File: src/rtl/io_pkg.sv
// Shared definitions for the IO-space UART transmitter: register offsets, STATUS bits, FSM encoding.
// UART_TX_PARITY_EN adds the PARITY state to the FSM encoding.
package io_pkg;

   localparam logic [1:0] OFF_DATA   = 2'd0;
   localparam logic [1:0] OFF_STATUS = 2'd1;
   localparam logic [1:0] OFF_DIV    = 2'd2;

   localparam int ST_BUSY    = 0;
   localparam int ST_FULL    = 1;
   localparam int ST_EMPTY   = 2;
   localparam int ST_OVF     = 3;
   localparam int ST_CNT_LSB = 4;
   localparam int ST_PAR     = 8;

   localparam logic [15:0] DIV_RESET_DEF = 16'd434;

`ifdef UART_TX_PARITY_EN
   typedef enum logic [2:0] {S_IDLE, S_START, S_DATA, S_PARITY, S_STOP} tx_state_e;
`else
   typedef enum logic [2:0] {S_IDLE, S_START, S_DATA, S_STOP} tx_state_e;
`endif

   // A divisor of zero still gives one clock per bit.
   function automatic logic [15:0] bit_len(input logic [15:0] div);
      return (div == 16'd0) ? 16'd1 : div;
   endfunction

endpackage

File: src/rtl/sync_fifo.sv
// Single-clock FIFO; a push while full is accepted only when a pop happens on the same edge.
module sync_fifo #(
   parameter int WIDTH = 8,
   parameter int DEPTH = 8,
   localparam int AW   = $clog2(DEPTH)
) (
   input  logic             clk,
   input  logic             rst,
   input  logic             push_i,
   input  logic [WIDTH-1:0] wdata_i,
   input  logic             pop_i,
   output logic [WIDTH-1:0] rdata_o,
   output logic             full_o,
   output logic             empty_o,
   output logic [AW:0]      count_o
);

   logic [WIDTH-1:0] mem_q [DEPTH];
   logic [AW-1:0]    wr_ptr_q, rd_ptr_q;
   logic [AW:0]      count_q;
   logic             do_push, do_pop;

   assign empty_o = (count_q == '0);
   assign full_o  = (count_q == (AW+1)'(DEPTH));
   assign count_o = count_q;
   assign rdata_o = mem_q[rd_ptr_q];

   assign do_pop  = pop_i && !empty_o;
   assign do_push = push_i && (!full_o || do_pop);

   always_ff @(posedge clk) begin
      if (do_push) mem_q[wr_ptr_q] <= wdata_i;
   end

   always_ff @(posedge clk or posedge rst) begin
      if (rst) begin
         wr_ptr_q <= '0;
         rd_ptr_q <= '0;
         count_q  <= '0;
      end else begin
         if (do_push) wr_ptr_q <= wr_ptr_q + AW'(1);
         if (do_pop)  rd_ptr_q <= rd_ptr_q + AW'(1);
         case ({do_push, do_pop})
            2'b10:   count_q <= count_q + (AW+1)'(1);
            2'b01:   count_q <= count_q - (AW+1)'(1);
            default: count_q <= count_q;
         endcase
      end
   end

endmodule

File: src/rtl/uart_tx.sv
// Memory-mapped 8N1 UART transmitter with TX FIFO, programmable baud divisor and pollable STATUS.
// Define UART_TX_PARITY_EN to insert an even-parity bit after D7.
//
// state    | meaning
// S_IDLE   | line high, waiting for a FIFO entry
// S_START  | start bit (line low)
// S_DATA   | eight data bits, LSB first
// S_PARITY | even parity of the byte (UART_TX_PARITY_EN only)
// S_STOP   | stop bit (line high), chains into next frame if FIFO non-empty
module uart_tx
   import io_pkg::*;
#(
   parameter logic [31:0] BASE_ADDR  = 32'hFFFFFD20,
   parameter int          FIFO_DEPTH = 8,
   parameter logic [15:0] DIV_RESET  = DIV_RESET_DEF
) (
   input  logic        clk,
   input  logic        rst,
   input  logic [31:0] addr,
   input  logic        en,
   input  logic        we,
   input  logic [3:0]  byte_sel,
   input  logic [31:0] data_in,
   output logic [31:0] data_out,
   output logic        tx_out
);

   localparam int CW = $clog2(FIFO_DEPTH) + 1;

   tx_state_e   state_q, state_d;
   logic [15:0] baud_q, baud_d;
   logic [15:0] reload_q, reload_d;
   logic [2:0]  bit_q, bit_d;
   logic [7:0]  shift_q, shift_d;
   logic        par_q, par_d;
   logic [15:0] div_q;
   logic        ovf_q;

   logic        hit, bus_wr, bus_rd, push, pop, tick;
   logic        fifo_full, fifo_empty;
   logic [7:0]  fifo_rdata;
   logic [CW-1:0] fifo_count;
   logic [3:0]  cnt_sat;
   logic [31:0] status;
   logic        unused_bits;

   assign hit    = (addr[31:4] == BASE_ADDR[31:4]) && (addr[3:2] != 2'd3);
   assign bus_wr = en && we && hit;
   assign bus_rd = en && !we && hit;
   assign push   = bus_wr && (addr[3:2] == OFF_DATA) && byte_sel[0];
   assign tick   = (baud_q == 16'd0);
   assign unused_bits = ^{addr[1:0], byte_sel[3:2], data_in[31:16]};

   sync_fifo #(.WIDTH(8), .DEPTH(FIFO_DEPTH)) u_fifo (
      .clk     (clk),
      .rst     (rst),
      .push_i  (push),
      .wdata_i (data_in[7:0]),
      .pop_i   (pop),
      .rdata_o (fifo_rdata),
      .full_o  (fifo_full),
      .empty_o (fifo_empty),
      .count_o (fifo_count)
   );

   always_ff @(posedge clk or posedge rst) begin
      if (rst) begin
         state_q  <= S_IDLE;
         baud_q   <= '0;
         reload_q <= '0;
         bit_q    <= '0;
         shift_q  <= '0;
         par_q    <= 1'b0;
      end else begin
         state_q  <= state_d;
         baud_q   <= baud_d;
         reload_q <= reload_d;
         bit_q    <= bit_d;
         shift_q  <= shift_d;
         par_q    <= par_d;
      end
   end

   always_comb begin
      logic load;
      load     = 1'b0;
      pop      = 1'b0;
      state_d  = state_q;
      reload_d = reload_q;
      bit_d    = bit_q;
      shift_d  = shift_q;
      par_d    = par_q;
      baud_d   = baud_q;
      if (state_q != S_IDLE) baud_d = tick ? reload_q : baud_q - 16'd1;
      case (state_q)
         S_IDLE: load = !fifo_empty;
         S_START: if (tick) begin
            state_d = S_DATA;
            bit_d   = 3'd7;
         end
         S_DATA: if (tick) begin
            shift_d = shift_q >> 1;
            if (bit_q == 3'd0) begin
`ifdef UART_TX_PARITY_EN
               state_d = S_PARITY;
`else
               state_d = S_STOP;
`endif
            end else begin
               bit_d = bit_q - 3'd1;
            end
         end
`ifdef UART_TX_PARITY_EN
         S_PARITY: if (tick) state_d = S_STOP;
`endif
         S_STOP: if (tick) begin
            if (fifo_empty) state_d = S_IDLE;
            else            load    = 1'b1;
         end
         default: state_d = S_IDLE;
      endcase
      // Divisor is sampled only here, so DIV writes mid-frame wait for the next frame.
      if (load) begin
         pop      = 1'b1;
         state_d  = S_START;
         shift_d  = fifo_rdata;
         par_d    = ^fifo_rdata;
         reload_d = bit_len(div_q) - 16'd1;
         baud_d   = bit_len(div_q) - 16'd1;
      end
   end

   always_comb begin
      case (state_q)
         S_START: tx_out = 1'b0;
         S_DATA:  tx_out = shift_q[0];
`ifdef UART_TX_PARITY_EN
         S_PARITY: tx_out = par_q;
`endif
         default: tx_out = 1'b1;
      endcase
   end

   always_ff @(posedge clk or posedge rst) begin
      if (rst) begin
         div_q <= DIV_RESET;
         ovf_q <= 1'b0;
      end else begin
         if (bus_wr && (addr[3:2] == OFF_DIV)) begin
            if (byte_sel[0]) div_q[7:0]  <= data_in[7:0];
            if (byte_sel[1]) div_q[15:8] <= data_in[15:8];
         end
         if (push && fifo_full && !pop)
            ovf_q <= 1'b1;
         else if (bus_wr && (addr[3:2] == OFF_STATUS) && byte_sel[0] && data_in[3])
            ovf_q <= 1'b0;
      end
   end

   assign cnt_sat = (32'(fifo_count) > 32'd15) ? 4'hF : 4'(fifo_count);

   always_comb begin
      status                          = '0;
      status[ST_BUSY]                 = (state_q != S_IDLE);
      status[ST_FULL]                 = fifo_full;
      status[ST_EMPTY]                = fifo_empty;
      status[ST_OVF]                  = ovf_q;
      status[ST_CNT_LSB+3:ST_CNT_LSB] = cnt_sat;
`ifdef UART_TX_PARITY_EN
      status[ST_PAR]                  = 1'b1;
`endif
   end

   always_comb begin
      data_out = '0;
      if (bus_rd) begin
         case (addr[3:2])
            OFF_STATUS: data_out = status;
            OFF_DIV:    data_out = {16'd0, div_q};
            default:    data_out = '0;
         endcase
      end
   end

endmodule

File: config.mk
export PLATFORM = sky130hd
export DESIGN_NAME = uart_tx
export DESIGN_NICKNAME = d
export VERILOG_FILES = /design/src/rtl/io_pkg.sv /design/src/rtl/sync_fifo.sv /design/src/rtl/uart_tx.sv
export SDC_FILE = /design/constraint.sdc
export NUM_CORES = 1
export LEC_CHECK = 0
export BUFFER_PORTS_ARGS = -buffer_cell sky130_fd_sc_hd__buf_2
export CORE_UTILIZATION = 30
export CTS_BUF_LIST = sky130_fd_sc_hd__clkbuf_4
export CTS_CLUSTER_DIAMETER = 100
export CTS_CLUSTER_SIZE = 40
export DETAILED_ROUTE_END_ITERATION = 8
export PLACE_DENSITY = 0.53
export SETUP_SLACK_MARGIN = 0.02
export SYNTH_ARGS = -nofsm -noshare
export SYNTH_HDL_FRONTEND = slang
export SYNTH_SLANG_ARGS = --single-unit
File: constraint.sdc
create_clock -name clk -period 3.5 [get_ports clk]
set_clock_uncertainty 0.05 [all_clocks]
set_input_delay 0.35 -clock clk [delete_from_list [all_inputs] [get_ports clk]]
set_output_delay 0.35 -clock clk [all_outputs]
set_load 0.005 [all_outputs]
# Yosys cells after proc, flatten, opt, wreduce, memory -nomap -nowiden
# Memory sizes are Yosys's and may differ from the RTL's.
# Cells that the tools add are included.
# classes
reduce_logical	38
eq_ne	19
magnitude_cmp	0
multipliers	0
add_sub_neg	7
n_bitwise	0
muxes	30
shift	0
n_div	0
# ops
op	n
2-to-1 mux 16 bit	4
zero test 16 bit	2
2-to-1 mux 32 bit	1
case mux 16 bit (2 select lines)	1
subtractor 16 x 1 -> 16 bit, second input constant	2
equality test 28 bit, second input constant	1
2-to-1 mux 3 bit	9
2-to-1 mux 8 bit	3
logical AND 1 bit	15
inequality test 3 bit, second input constant	5
case mux 3 bit (4 select lines)	1
nonzero test 2 bit	6
inequality test 2 bit, second input constant	5
case mux 4 bit (2 select lines)	1
2-to-1 mux 1 bit	7
adder 3 x 1 -> 3 bit, second input constant	2
equality test 3 x 2 -> 1 bit, second input constant	2
zero test 3 bit	2
case mux 3 bit (2 select lines)	1
AND reduction 2 bit	3
AND reduction 6 bit	1
adder 4 x 1 -> 4 bit, second input constant	1
equality test 2 x 1 -> 1 bit, second input constant	2
equality test 2 bit, second input constant	2
11 further kinds	15
# totals
inputBits	72
elab_cells	106
reg_bits	73
mem_count	1
latchBits	0
rom_bits	0
ram_bits	64
out_inout_bits	33
# mem_list
memory	words	width	rd	rd_clocked_by_memory_dff	wr	line_no	text
u_fifo.mem_q	8	8	1	0	1	sync_fifo.sv:18	logic [WIDTH-1:0] mem_q [DEPTH];

# Longest topological paths before layout
# Gate-level depths: netlist (run 1).
# depth
depth_word	10
depth_mapped	14
mapped_depth_nobuf	14

# Hierarchy
# A second synthesis (run 1) with hierarchy kept.
# unflattened
hier_cells	618
area_unflattened_um2	7198.2
# modules_own_cells
module	cells_per_inst	area_each_um2	n_inst
uart_tx	453	4062.6	1
sync_fifo	165	3135.5	1

# Least setup slack after synthesis (run 1)
# OpenSTA, ideal clock, no wires.
# synth_path
kind	register to register
start	register baud_q[6]
end	register u_fifo.count_q[2] (netlist: u_fifo.count_o[2])
arrival_ps	2989
setup_time_ps	128
required_ps	3322
slack_ps	333
path_stages_with_launch	14
path_cell_list	dfrtp_1 > or4_1 > buf_2 > nor4_4 > a22oi_4 > a31oi_4 > inv_1 > ha_1 > xor2_1 > ha_1 > a21oi_1 > xor2_1 > nor2_1 > xor2_1
# synth_via
elab_chain_len	9
# synth_lines
element	line_no	text
from (decl)	uart_tx.sv:31	logic [15:0] baud_q, baud_d;
from (signal assigned)	uart_tx.sv:76	baud_q <= baud_d;
zero test 16 bit (*)	uart_tx.sv:51	assign tick = (baud_q == 16'd0);
2-to-1 mux 1 bit (*)	uart_tx.sv:116	S_STOP: if (tick) begin
case mux 1 bit (2 select lines) (*)	uart_tx.sv:95	case (state_q)
2-to-1 mux 1 bit (*)	uart_tx.sv:123	if (load) begin
logical AND 1 bit (*)	sync_fifo.sv:28	assign do_pop = pop_i && !empty_o;
logical OR 1 bit	sync_fifo.sv:29	assign do_push = push_i && (!full_o || do_pop);
logical AND 1 bit	sync_fifo.sv:29	
equality test 2 x 1 -> 1 bit / equality test 2 bit (equally long branches)	sync_fifo.sv:43	case ({do_push, do_pop})
case mux 4 bit (2 select lines) / nonzero test 2 bit (equally long branches)	-	
to (signal assigned)	sync_fifo.sv:44	2'b10: count_q <= count_q + (AW+1)'(1);
to (signal assigned)	sync_fifo.sv:45	2'b01: count_q <= count_q - (AW+1)'(1);
to (signal assigned)	sync_fifo.sv:46	default: count_q <= count_q;
to (decl)	sync_fifo.sv:20	logic [AW:0] count_q;
# Every way passes the cells marked *; elsewhere a longest branch is shown, timed or not.
# A chain may end at the register's enable or synchronous reset.

# Final worst setup path (run 1)
# layout_path
start	register baud_q[11]
end	register u_fifo.count_q[2] (netlist: u_fifo.count_o[2])
# Same word-level chain as after synthesis.

==> results of run 1 <==
==> logic make-up (layout without fill, tap and decap cells) <==
family	Yosys count	after routing	share of synthesized area, %
DFF	136	136	53.21
buffers and inverters	68	164	4.909
muxes	46	46	9.747
and+or+nand+nor	183	183	14.71
adders and majority gates	17	17	3.035
other	1	19	0.05350
AOI/OAI and AO/OA	108	108	11.59
xor gates and xnor gates	22	22	2.749
==> metal layers <==
metal  global-route usage, %  vias up
li1                        -     2350
met1                   18.02     2422
met2                   24.78      123
met3                   2.702        7
met4                   4.385        0
met5                       0        -
==> synthesized netlist by cell type (4+ instances only) <==
| master | instances |
|---|---|
| dfrtp_1 | 67 |
| edfxtp_1 | 64 |
| nor2_1 | 45 |
| nand2_1 | 35 |
| a21oi_1 | 25 |
| inv_1 | 25 |
| buf_4 | 17 |
| ha_1 | 17 |
| mux2_2 | 17 |
| mux4_2 | 16 |
| nand4_1 | 14 |
| clkbuf_1 | 13 |
| o21ai_0 | 13 |
| mux2i_1 | 12 |
| xnor2_1 | 12 |
| nor3_1 | 10 |
| xor2_1 | 10 |
| a211oi_1 | 9 |
| nor2b_1 | 9 |
| nor4_1 | 9 |
| a22oi_1 | 8 |
| buf_2 | 8 |
| nand3_1 | 7 |
| o211ai_1 | 6 |
| or4_1 | 6 |
| a22o_1 | 5 |
| and2_1 | 5 |
| dfstp_2 | 5 |
| nand2b_1 | 5 |
| or3_1 | 5 |
| nand3b_1 | 4 |
| nor4b_1 | 4 |
==> flip-flops by register name (all words and copies together), names as in the netlist <==
register / cells
u_fifo.mem_q: 64
baud_q: 16
div_q: 16
reload_q: 16
shift_q: 8
u_fifo.count_o: 4
bit_q: 3
u_fifo.rd_ptr_q: 3
u_fifo.wr_ptr_q: 3
state_q: 2
ovf_q: 1
==> power by group <==
part           internal [mW]  total, mW  switching, mW
Sequential              1.69       1.70        0.00938
Clock                  0.326       1.01          0.682
Combinational         0.0618      0.157         0.0953
==> layout make-up <==
class	instances	area [um^2]	area share, %
Inverter	27	101.3	1.241
Clock buffer	17	127.6	1.563
Multi-Input combinational cell	392	3007	36.83
Clock inverter	15	156.4	1.916
Antenna cell	3	7.507	0.09195
Timing Repair Buffer	105	643.1	7.877
Tap cell	313	391.6	4.797
Sequential cell	136	3730	45.69
==> per-stage QoR <==
stage	total power, mW	util (%)
5_1_grt	3.003	35.84
4_1_cts	2.911	35.74
3_5_place_dp	1.884	34.06
3_3_place_gp	1.873	34.06
6_report	2.865	35.84
2_1_floorplan	1.829	-
==> path summary, 6_finish.rpt <==
path	start	cells past startpoint	endpoint	slack, ns
setup / recovery	baud_q[11]	12	u_fifo.count_o[2]	0.30
hold / removal	data_in[1]	1	u_fifo.mem_q[4][1]	0.08
setup reg to reg	baud_q[11]	12	u_fifo.count_o[2]	0.30
hold reg to reg	reload_q[3]	2	reload_q[3]	0.44
max in group asynchronous	rst	4	div_q[4]	2.22
min in group asynchronous	rst	3	baud_q[2]	0.29
==> worst reg2reg max path, stage by stage (launching register included) <==
cell,delay [ns]
dfrtp_1,0.47
or4_1,0.66
nor4_2,0.35
a22oi_4,0.13
a31oi_4,0.21
inv_1,0.08
ha_1,0.26
xor2_1,0.17
ha_1,0.19
a21oi_1,0.16
xor2_1,0.17
nor2_1,0.06
xor2_1,0.14
==> repair_timing <==
action                                  4_1_cts  5_1_grt
gates resized for setup                       0        2
endpoints found under the hold margin        30        0
hold buffers                                 10        0
setup buffers                                 0        0
endpoints found under the setup margin        0        1
==> parameters.txt, run 1 <==
Parameter                              Value

Detailed routing
  Initial DRC Count ... 203
  Post-detailed-route via-to-cell ratio ... 4.863
  Vias after detailed routing ... 4902
  Wire length on met2 ... 8212 um
  Routed Wire Length ... 16240 um
  Number of search-and-repair iterations in the first detailed-routing pass ... 4
  Met3 wire length ... 462 um
  Drt drc ... 0
  DRT met1 WL ... 7431 um
  Highest signal layer in the routed design ... met4
  Antenna violation net count after detailed routing ... 0
  Detail-routed net length per standard cell ... 16.11 um

Timing
  Relative slew margins ... 31.18%
  Total negative setup slack ... 0 ns
  Worst-case setup margin in the final layout ... 0.3024 ns
  Final Setup Violations ... 0
  Hold Slack ... 0.07987 ns
  Fin crit period ... 3.198 ns
  Maximum frequency from static timing analysis ... 312.7 MHz
  Final critical-path share of the clock period ... 91.36%
  Final Max Slew Viols ... 0
  Setup repair after global routing missed its margin ... no
  Count of endpoints failing hold in the final timing report ... 0
  Tightest Pin Transition ... 1.018 ns

Synth
  Top area cells in the synthesized netlist ... edfxtp_1 27%, dfrtp_1 24%, mux4_2 5.1%
  Number of synthesized flops with an enable pin ... 64
  Share of flip-flops with an asynchronous set or reset ... 52.94%
  Number of warnings issued by yosys ... 0
  Dominant register cell in the synthesized netlist ... dfrtp_1
  Yosys top cell area share ... 27.42%
  Sequential fraction of the synthesis area ... 53.21%
  Post-Syn Area per Cell ... 12.06 um^2
  Count of different cell masters after synthesis ... 82
  Post-synthesis instance total ... 581
  FF+latch count, synth ... 136
  Total standard cell area after synthesis ... 7009 um^2
  Cell type with the highest aggregate area in the netlist ... edfxtp_1

Placement
  Number of input and output port buffers inserted ... 68
  Dpl cell area ... 7757 um^2
  Number of instances in the placed design ... 963
  Half-perimeter wire length after detailed placement ... 11830 um
  Final estimated routing congestion in global placement ... 0.8124
  Worst Setup Slack post-DPL ... 0.2214 ns

Floorplan
  Core ar. ... 22780 um^2
  Site Rows ... 55
  Width of the die ... 154.9 um
  Die Span Y ... 154.9 um
  I/O pin total ... 105
  Die Outline Area ... 23980 um^2
  Initial core utilization ... 30.77%

Power
  Max VDD drop ... 0.0001659 V
  Ratio of total power to cell area ... 350.9 nW/um^2
  Static leakage power ... 3.425 nW

Layout
  Layout cell share with drive strength beyond 1 ... 27.17%
  Fin cells ... 1008
  Commonest cells after routing, fill and taps aside ... 68 x buf_2, 67 x dfrtp_1, 64 x edfxtp_1, 45 x nor2_1, 35 x nand2_1
  Number of nets in the layout ... 768
  Leading cell type in the layout, fill and taps excluded ... buf_2
  Synth-to-Final Area Change ... 16.48%
  Post-route cell area ... 8164 um^2
  Count of filler cells inserted in the layout ... 2264

Clock tree
  Clock buffers created by TritonCTS ... 17
  CTS clock-pin slew for the worst setup and hold paths ... 0.14 ns
  Number of sinks on the clock net ... 136
  Longest Clk Path Bufs ... 2
  Clock latency reported for the late side of the worst-skew pair ... 0.54 ns
  Maximum level of the CTS H-tree ... 4
  Clock root buffer master ... clkbuf_4
  CTS tree ... built

Worst hold path
  Type of the worst min-delay path ... in -> reg

Setup path
  Slowest cell on the critical path ... or4_1
  Cells along the critical path ... or4_1 > nor4_2 > a22oi_4 > a31oi_4 > inv_1 > ha_1 > xor2_1 > ha_1 > a21oi_1 > xor2_1 > nor2_1 > xor2_1
  Critical path startpoint category ... register
  Setup crit end kind ... register
  Worst path bufs/invs ... 1
  Cell class contributing the biggest share of worst-path delay ... simple AND/OR/NAND/NOR gates
  Category of the most critical setup path ... reg -> reg
  Cell occurring most often along the worst timing path ... xor2_1
  Data arrival at the endpoint of the critical path ... 3.58 ns
  Critical path data required time ... 3.88 ns
  Largest fanout of any net on the critical path ... 8
  Delay of the slowest cell on the worst path ... 0.66 ns

Global route
  Via count of the first global-routing pass ... 5066
  Pin count of the biggest net entering global routing ... 41
  Number of antenna violations at the first check in global routing ... 1
  Global router's overall resource usage ... 14.29%
  Total grt overflow ... 0
  First-pass GRT wire length ... 26510 um

Flow run
  MaxCap Viol Count ... 0

Outcome
  Run status ... completed
Note: power is estimated with default switching activity, not from simulation.
==> run 2, diff against run 1 <==
MAX_ROUTING_LAYER = met4   (was default)
==> parameters.txt, run 2 (synthesis gave the netlist of run 1 again) <==
Parameter                              Value

Outcome
  Run status ... completed (unchanged)

Timing
  Total negative setup slack ... 0 ns (unchanged)
  Worst-case setup margin in the final layout ... 0.2979 ns (was 0.3024 ns)
  Maximum frequency from static timing analysis ... 312.3 MHz (was 312.7 MHz)
  Setup repair after global routing missed its margin ... no (unchanged)
  Final Max Slew Viols ... 0 (unchanged)
  Count of endpoints failing hold in the final timing report ... 0 (unchanged)
  Relative slew margins ... 31.46% (was 31.18%)
  Final Setup Violations ... 0 (unchanged)
  Tightest Pin Transition ... 1.014 ns (was 1.018 ns)
  Fin crit period ... 3.202 ns (was 3.198 ns)
  Final critical-path share of the clock period ... 91.49% (was 91.36%)

Floorplan
  I/O pin total ... 105 (unchanged)
  Width of the die ... 154.9 um (unchanged)
  Die Outline Area ... 23980 um^2 (unchanged)
  Site Rows ... 55 (unchanged)
  Core ar. ... 22780 um^2 (unchanged)
  Initial core utilization ... 30.77% (unchanged)
  Die Span Y ... 154.9 um (unchanged)

Setup path
  Cell class contributing the biggest share of worst-path delay ... simple AND/OR/NAND/NOR gates (unchanged)
  Setup crit end kind ... register (unchanged)
  Worst flop-to-flop path endpoint ... u_fifo.count_o[2] (unchanged)
  Category of the most critical setup path ... reg -> reg (unchanged)
  Critical path data required time ... 3.88 ns (about the same)
  Data arrival at the endpoint of the critical path ... 3.59 ns (was 3.58 ns)
  Slowest cell on the critical path ... or4_1 (unchanged)
  Cell occurring most often along the worst timing path ... xor2_1 (unchanged)
  Delay of the slowest cell on the worst path ... 0.66 ns (about the same)
  Number of cells on the critical path ... 12 (unchanged)
  Worst reg2reg startpoint ... baud_q[11] (unchanged)
  Depth of the worst register-to-register path ... 12 (unchanged)
  Largest fanout of any net on the critical path ... 8 (unchanged)
  Reg2reg setup slack ... 0.30 ns (about the same)
  Cells along the critical path ... or4_1 > nor4_2 > a22oi_4 > a31oi_4 > inv_1 > ha_1 > xor2_1 > ha_1 > a21oi_1 > xor2_1 > nor2_1 > xor2_1 (unchanged)
  Critical path startpoint category ... register (unchanged)
  Worst path bufs/invs ... 1 (unchanged)

Global route
  Number of antenna violations at the first check in global routing ... 1 (unchanged)
  Via count of the first global-routing pass ... 5062 (was 5066)
  Total grt overflow ... 0 (unchanged)
  Pin count of the biggest net entering global routing ... 41 (unchanged)
  Global router's overall resource usage ... 14.70% (was 14.29%)
  First-pass GRT wire length ... 26510 um (unchanged)

Worst hold path
  Min-delay src ... data_in[1] (unchanged)
  Number of instances on the worst hold path ... 1 (unchanged)
  Type of the worst min-delay path ... in -> reg (unchanged)
  Terminating pin of the worst hold path ... u_fifo.mem_q[4][1] (unchanged)

Detailed routing
  Vias after detailed routing ... 4921 (was 4902)
  Detail-routed net length per standard cell ... 16.14 um (was 16.11 um)
  Number of search-and-repair iterations in the first detailed-routing pass ... 4 (unchanged)
  Post-detailed-route via-to-cell ratio ... 4.892 (was 4.863)
  Initial DRC Count ... 211 (was 203)
  Antenna violation net count after detailed routing ... 0 (unchanged)
  Drt drc ... 0 (unchanged)
  Routed Wire Length ... 16240 um (about the same)

Layout
  Flip-flop count of the largest register, all copies and words added ... 64 (unchanged)
  Commonest cells after routing, fill and taps aside ... 68 x buf_2, 67 x dfrtp_1, 64 x edfxtp_1, 45 x nor2_1, 35 x nand2_1 (unchanged)
  Number of nets in the layout ... 768 (unchanged)
  Layout cell share with drive strength beyond 1 ... 27.17% (unchanged)
  Synth-to-Final Area Change ... 16.40% (was 16.48%)
  Leading cell type in the layout, fill and taps excluded ... buf_2 (unchanged)
  Register with the most flip-flops ... u_fifo.mem_q (unchanged)
  Count of filler cells inserted in the layout ... 2262 (was 2264)

Clock tree
  Longest Clk Path Bufs ... 2 (unchanged)
  CTS clock-pin slew for the worst setup and hold paths ... 0.14 ns (about the same)
  Clock root buffer master ... clkbuf_4 (unchanged)
  Clock buffers created by TritonCTS ... 17 (unchanged)
  Post-CTS Repair Setup Buffers ... 0 (unchanged)
  Clock latency reported for the late side of the worst-skew pair ... 0.54 ns (about the same)
  Maximum level of the CTS H-tree ... 4 (unchanged)
  Number of sinks on the clock net ... 136 (unchanged)
  CTS tree ... built (unchanged)

Power
  Ratio of total power to cell area ... 351.1 nW/um^2 (was 350.9 nW/um^2)
  Static leakage power ... 3.425 nW (about the same)
  Max VDD drop ... 0.0001663 V (was 0.0001659 V)

Placement
  Number of input and output port buffers inserted ... 68 (unchanged)
  Half-perimeter wire length after detailed placement ... 11830 um (unchanged)
  Worst Setup Slack post-DPL ... 0.2214 ns (unchanged)
  Final estimated routing congestion in global placement ... 0.8245 (was 0.8124)

Flow run
  MaxCap Viol Count ... 0 (unchanged)
-- run 2: area by class of cell --
class	count	area, um^2	share of cell area [%]
Antenna cell	1	2.502	0.03067
Clock buffer	17	127.6	1.564
Clock inverter	15	156.4	1.917
Inverter	27	101.3	1.242
Multi-Input combinational cell	392	3007	36.85
Sequential cell	136	3730	45.71
Tap cell	313	391.6	4.800
Timing Repair Buffer	105	643.1	7.882
-- run 2: repair_timing --
action / in CTS / in global routing
hold buffers: 10 / 0
gates resized for setup: 0 / 2
endpoints found under the hold margin: 30 / 0
setup endpoints to repair: 0 / 1
-- run 2: layer usage --
layer	part of all wire [%]	global-route usage [%]
met1	45	18.03
met2	51	24.76
met3	3.4	2.618
met4	1.0	4.385
met5	0	-
-- run 2: stage by stage --
step           utilization (%)  power (mW)  instance area (um^2)  hold WS, ns  std cells
2_1_floorplan                -       1.829                  7066       0.3901        596
3_3_place_gp             34.06       1.873                  7757       0.3136        963
3_5_place_dp             34.06       1.884                  7757       0.3189        963
4_1_cts                  35.74       2.911                  8142      0.02920       1005
5_1_grt                  35.82       3.000                  8159      0.02962       1006
6_report                 35.82       2.865                  8159      0.07669       1006
-- run 2: worst max path at each step --
stage               slack, ns                end         startpoint
finish                   0.30  u_fifo.count_o[2]         baud_q[11]
global route             0.06         baud_q[14]           div_q[5]
CTS                      0.19  u_fifo.count_o[2]  u_fifo.count_o[0]
detailed placement       0.22  u_fifo.count_o[2]         baud_q[11]
global placement         0.25  u_fifo.count_o[2]         baud_q[11]
floorplan                0.33  u_fifo.count_o[2]          baud_q[6]
-- run 2: report_power, final --
part           internal [mW]  leakage, nW  switching (mW)  total [mW]
clock                  0.326        0.149           0.682        1.01
sequential              1.69         1.56         0.00897        1.70
combinational         0.0617         1.71          0.0954       0.157
total                   2.08         3.43           0.786        2.86
-- run 2: worst register-to-register path, cell delays in order, from the launching register on --
cell     delay (ns)
dfrtp_1        0.47
or4_1          0.66
nor4_2         0.36
a22oi_4        0.13
a31oi_4        0.21
inv_1          0.08
ha_1           0.26
xor2_1         0.17
ha_1           0.19
a21oi_1        0.15
xor2_1         0.17
nor2_1         0.06
xor2_1         0.14
==> run 3, diff against run 2 <==
RECOVER_POWER = 25   (was default)
==> parameters.txt, run 3 (synthesis gave the netlist of run 1 again) <==
Parameter                              Value

Power
  Switching power total ... 0.7893 mW (was 0.7859 mW)
  Internal power consumption ... 2.077 mW (was 2.079 mW)
  Ratio of total power to cell area ... 351.8 nW/um^2 (was 351.1 nW/um^2)
  Static leakage power ... 3.402 nW (was 3.425 nW)
  Sequential power share ... 59.3% (was 59.4%)
  Logic pwr share ... 5.4% (was 5.5%)
  Switching part of the total ... 27.54% (was 27.43%)
  Share of total power in the clock network ... 35.3% (was 35.2%)
  Max VDD drop ... 0.0001665 V (was 0.0001663 V)

Floorplan
  Initial core utilization ... 30.77% (unchanged)
  I/O pin total ... 105 (unchanged)
  Width of the die ... 154.9 um (unchanged)
  Core ar. ... 22780 um^2 (unchanged)
  Die Outline Area ... 23980 um^2 (unchanged)
  Site Rows ... 55 (unchanged)
  Die Span Y ... 154.9 um (unchanged)

Setup path
  Slowest cell on the critical path ... or4_1 (unchanged)
  Cell occurring most often along the worst timing path ... xor2_1 (unchanged)
  Delay of the slowest cell on the worst path ... 0.66 ns (about the same)
  Data arrival at the endpoint of the critical path ... 3.60 ns (was 3.59 ns)
  Category of the most critical setup path ... reg -> reg (unchanged)
  Largest fanout of any net on the critical path ... 8 (unchanged)
  Cell class contributing the biggest share of worst-path delay ... simple AND/OR/NAND/NOR gates (unchanged)
  Cells along the critical path ... or4_1 > nor4_2 > a22oi_4 > a31oi_4 > inv_1 > ha_1 > xor2_1 > ha_1 > a21oi_1 > xor2_1 > nor2_1 > xor2_1 (unchanged)
  Depth of the worst register-to-register path ... 12 (unchanged)
  Worst path bufs/invs ... 1 (unchanged)
  Critical path data required time ... 3.89 ns (was 3.88 ns)
  Setup crit end kind ... register (unchanged)
  Critical path startpoint category ... register (unchanged)
  Number of cells on the critical path ... 12 (unchanged)

Detailed routing
  Post-detailed-route via-to-cell ratio ... 4.861 (was 4.892)
  Detail-routed net length per standard cell ... 16.13 um (was 16.14 um)
  Drt drc ... 0 (unchanged)
  Antenna violation net count after detailed routing ... 0 (unchanged)
  Number of search-and-repair iterations in the first detailed-routing pass ... 4 (unchanged)
  Routed Wire Length ... 16220 um (was 16240 um)
  Vias after detailed routing ... 4890 (was 4921)
  Initial DRC Count ... 245 (was 211)

Timing
  Tightest Pin Transition ... 1.035 ns (was 1.014 ns)
  Final critical-path share of the clock period ... 91.57% (was 91.49%)
  Final Setup Violations ... 0 (unchanged)
  Maximum frequency from static timing analysis ... 312.0 MHz (was 312.3 MHz)
  Fin crit period ... 3.205 ns (was 3.202 ns)
  Total negative setup slack ... 0 ns (unchanged)
  Relative slew margins ... 30.00% (was 31.46%)
  Setup repair after global routing missed its margin ... no (unchanged)
  Final Max Slew Viols ... 0 (unchanged)
  Count of endpoints failing hold in the final timing report ... 0 (unchanged)

Clock tree
  Longest Clk Path Bufs ... 2 (unchanged)
  CTS clock-pin slew for the worst setup and hold paths ... 0.14 ns (about the same)
  Clock root buffer master ... clkbuf_4 (unchanged)
  CTS tree ... built (unchanged)
  Maximum level of the CTS H-tree ... 4 (unchanged)
  Clock buffers created by TritonCTS ... 17 (unchanged)
  Number of sinks on the clock net ... 136 (unchanged)
  Clock latency reported for the late side of the worst-skew pair ... 0.54 ns (about the same)

Placement
  Number of input and output port buffers inserted ... 68 (unchanged)
  Final estimated routing congestion in global placement ... 0.8245 (unchanged)
  Half-perimeter wire length after detailed placement ... 11830 um (unchanged)

Global route
  Number of antenna violations at the first check in global routing ... 1 (unchanged)
  Pin count of the biggest net entering global routing ... 41 (unchanged)
  Via count of the first global-routing pass ... 5062 (unchanged)
  Global router's overall resource usage ... 14.70% (unchanged)
  First-pass GRT wire length ... 26510 um (unchanged)
  Total grt overflow ... 0 (unchanged)

Layout
  Flip-flop count of the largest register, all copies and words added ... 64 (unchanged)
  Commonest cells after routing, fill and taps aside ... 67 x dfrtp_1, 64 x edfxtp_1, 59 x buf_2, 45 x nor2_1, 35 x nand2_1 (was 68 x buf_2, 67 x dfrtp_1, 64 x edfxtp_1, 45 x nor2_1, 35 x nand2_1)
  Number of nets in the layout ... 768 (unchanged)
  Leading cell type in the layout, fill and taps excluded ... dfrtp_1 (was buf_2)
  Synth-to-Final Area Change ... 16.24% (was 16.40%)
  Layout cell share with drive strength beyond 1 ... 25.72% (was 27.17%)
  Register with the most flip-flops ... u_fifo.mem_q (unchanged)
  Core occupancy in the finished layout ... 35.77% (was 35.82%)
  Count of filler cells inserted in the layout ... 2268 (was 2262)

Worst hold path
  Type of the worst min-delay path ... in -> reg (unchanged)
  Number of instances on the worst hold path ... 1 (unchanged)

Flow run
  MaxCap Viol Count ... 0 (unchanged)

Outcome
  Run status ... completed (unchanged)
[run 3: changes by cell type in the layout (fill, tap and decap cells not counted), sizes merged]
cell,change
clkbuf,+9
buf,-9
[run 3: worst reg2reg max path: cells and delay by family, from the launching register on]
| kind | cells | cell delay, ns |
|---|---|---|
| fa+ha+maj | 2 | 0.45 |
| xor+xnor | 3 | 0.48 |
| simple gates | 3 | 1.09 |
| buf+inv | 1 | 0.08 |
| flops | 1 | 0.47 |
| compound gates | 3 | 0.50 |
[run 3: area by class of cell]
| class | instances | area [um^2] | area share, % |
|---|---|---|---|
| repair buffers | 105 | 631.9 | 7.755 |
| diodes | 1 | 2.502 | 0.03071 |
| flip-flops and latches | 136 | 3730 | 45.78 |
| clock inverters | 15 | 156.4 | 1.920 |
| inverters | 27 | 101.3 | 1.244 |
| well taps | 313 | 391.6 | 4.807 |
| clock buffers | 17 | 127.6 | 1.566 |
| multi-input cells | 392 | 3007 | 36.90 |
[run 3: power by group through the flow]
stage | Combinational (mW) | Sequential (mW) | Clock, mW
after floorplan | 0.0976 | 1.73 | 0
after global placement | 0.141 | 1.73 | 0
after detailed placement | 0.151 | 1.73 | 0
after CTS | 0.161 | 1.70 | 1.05
after global routing | 0.180 | 1.70 | 1.12
final | 0.155 | 1.70 | 1.01
[run 3: per-layer routing]
layer,track usage [%],routed length (um)
met5,-,0
met4,4.385,149
met3,2.618,532
met2,24.76,8199
met1,18.03,7343
[run 3: what timing repair did]
| action | CTS | global route |
|---|---|---|
| setup endpoints to repair | 0 | 1 |
| hold buffers | 10 | 0 |
| resized for setup | 0 | 2 |
| buffers inserted | 0 | 0 |
| hold endpoints to repair | 30 | 0 |
[run 3: worst paths after layout]
check                             from            endpoint  slack [ns]
setup / recovery            baud_q[11]   u_fifo.count_o[2]        0.30
hold / removal              data_in[1]  u_fifo.mem_q[4][1]        0.16
setup reg to reg            baud_q[11]   u_fifo.count_o[2]        0.30
hold reg to reg            reload_q[3]         reload_q[3]        0.44
max in group asynchronous          rst            div_q[4]        2.00
min in group asynchronous          rst           baud_q[2]        0.39
[run 3: metrics by stage]
step           power [mW]  area, um^2  hold WS [ns]  std cells  setup WS (ns)
3_5_place_dp        1.884        7757        0.3189        963         0.2214
6_report            2.866        8148        0.1604       1006         0.2951
2_1_floorplan       1.829        7066        0.3901        596         0.3332
5_1_grt             2.999        8148        0.1301       1006        0.06368
4_1_cts             2.911        8142       0.02920       1005         0.1877
3_3_place_gp        1.873        7757        0.3136        963         0.2510
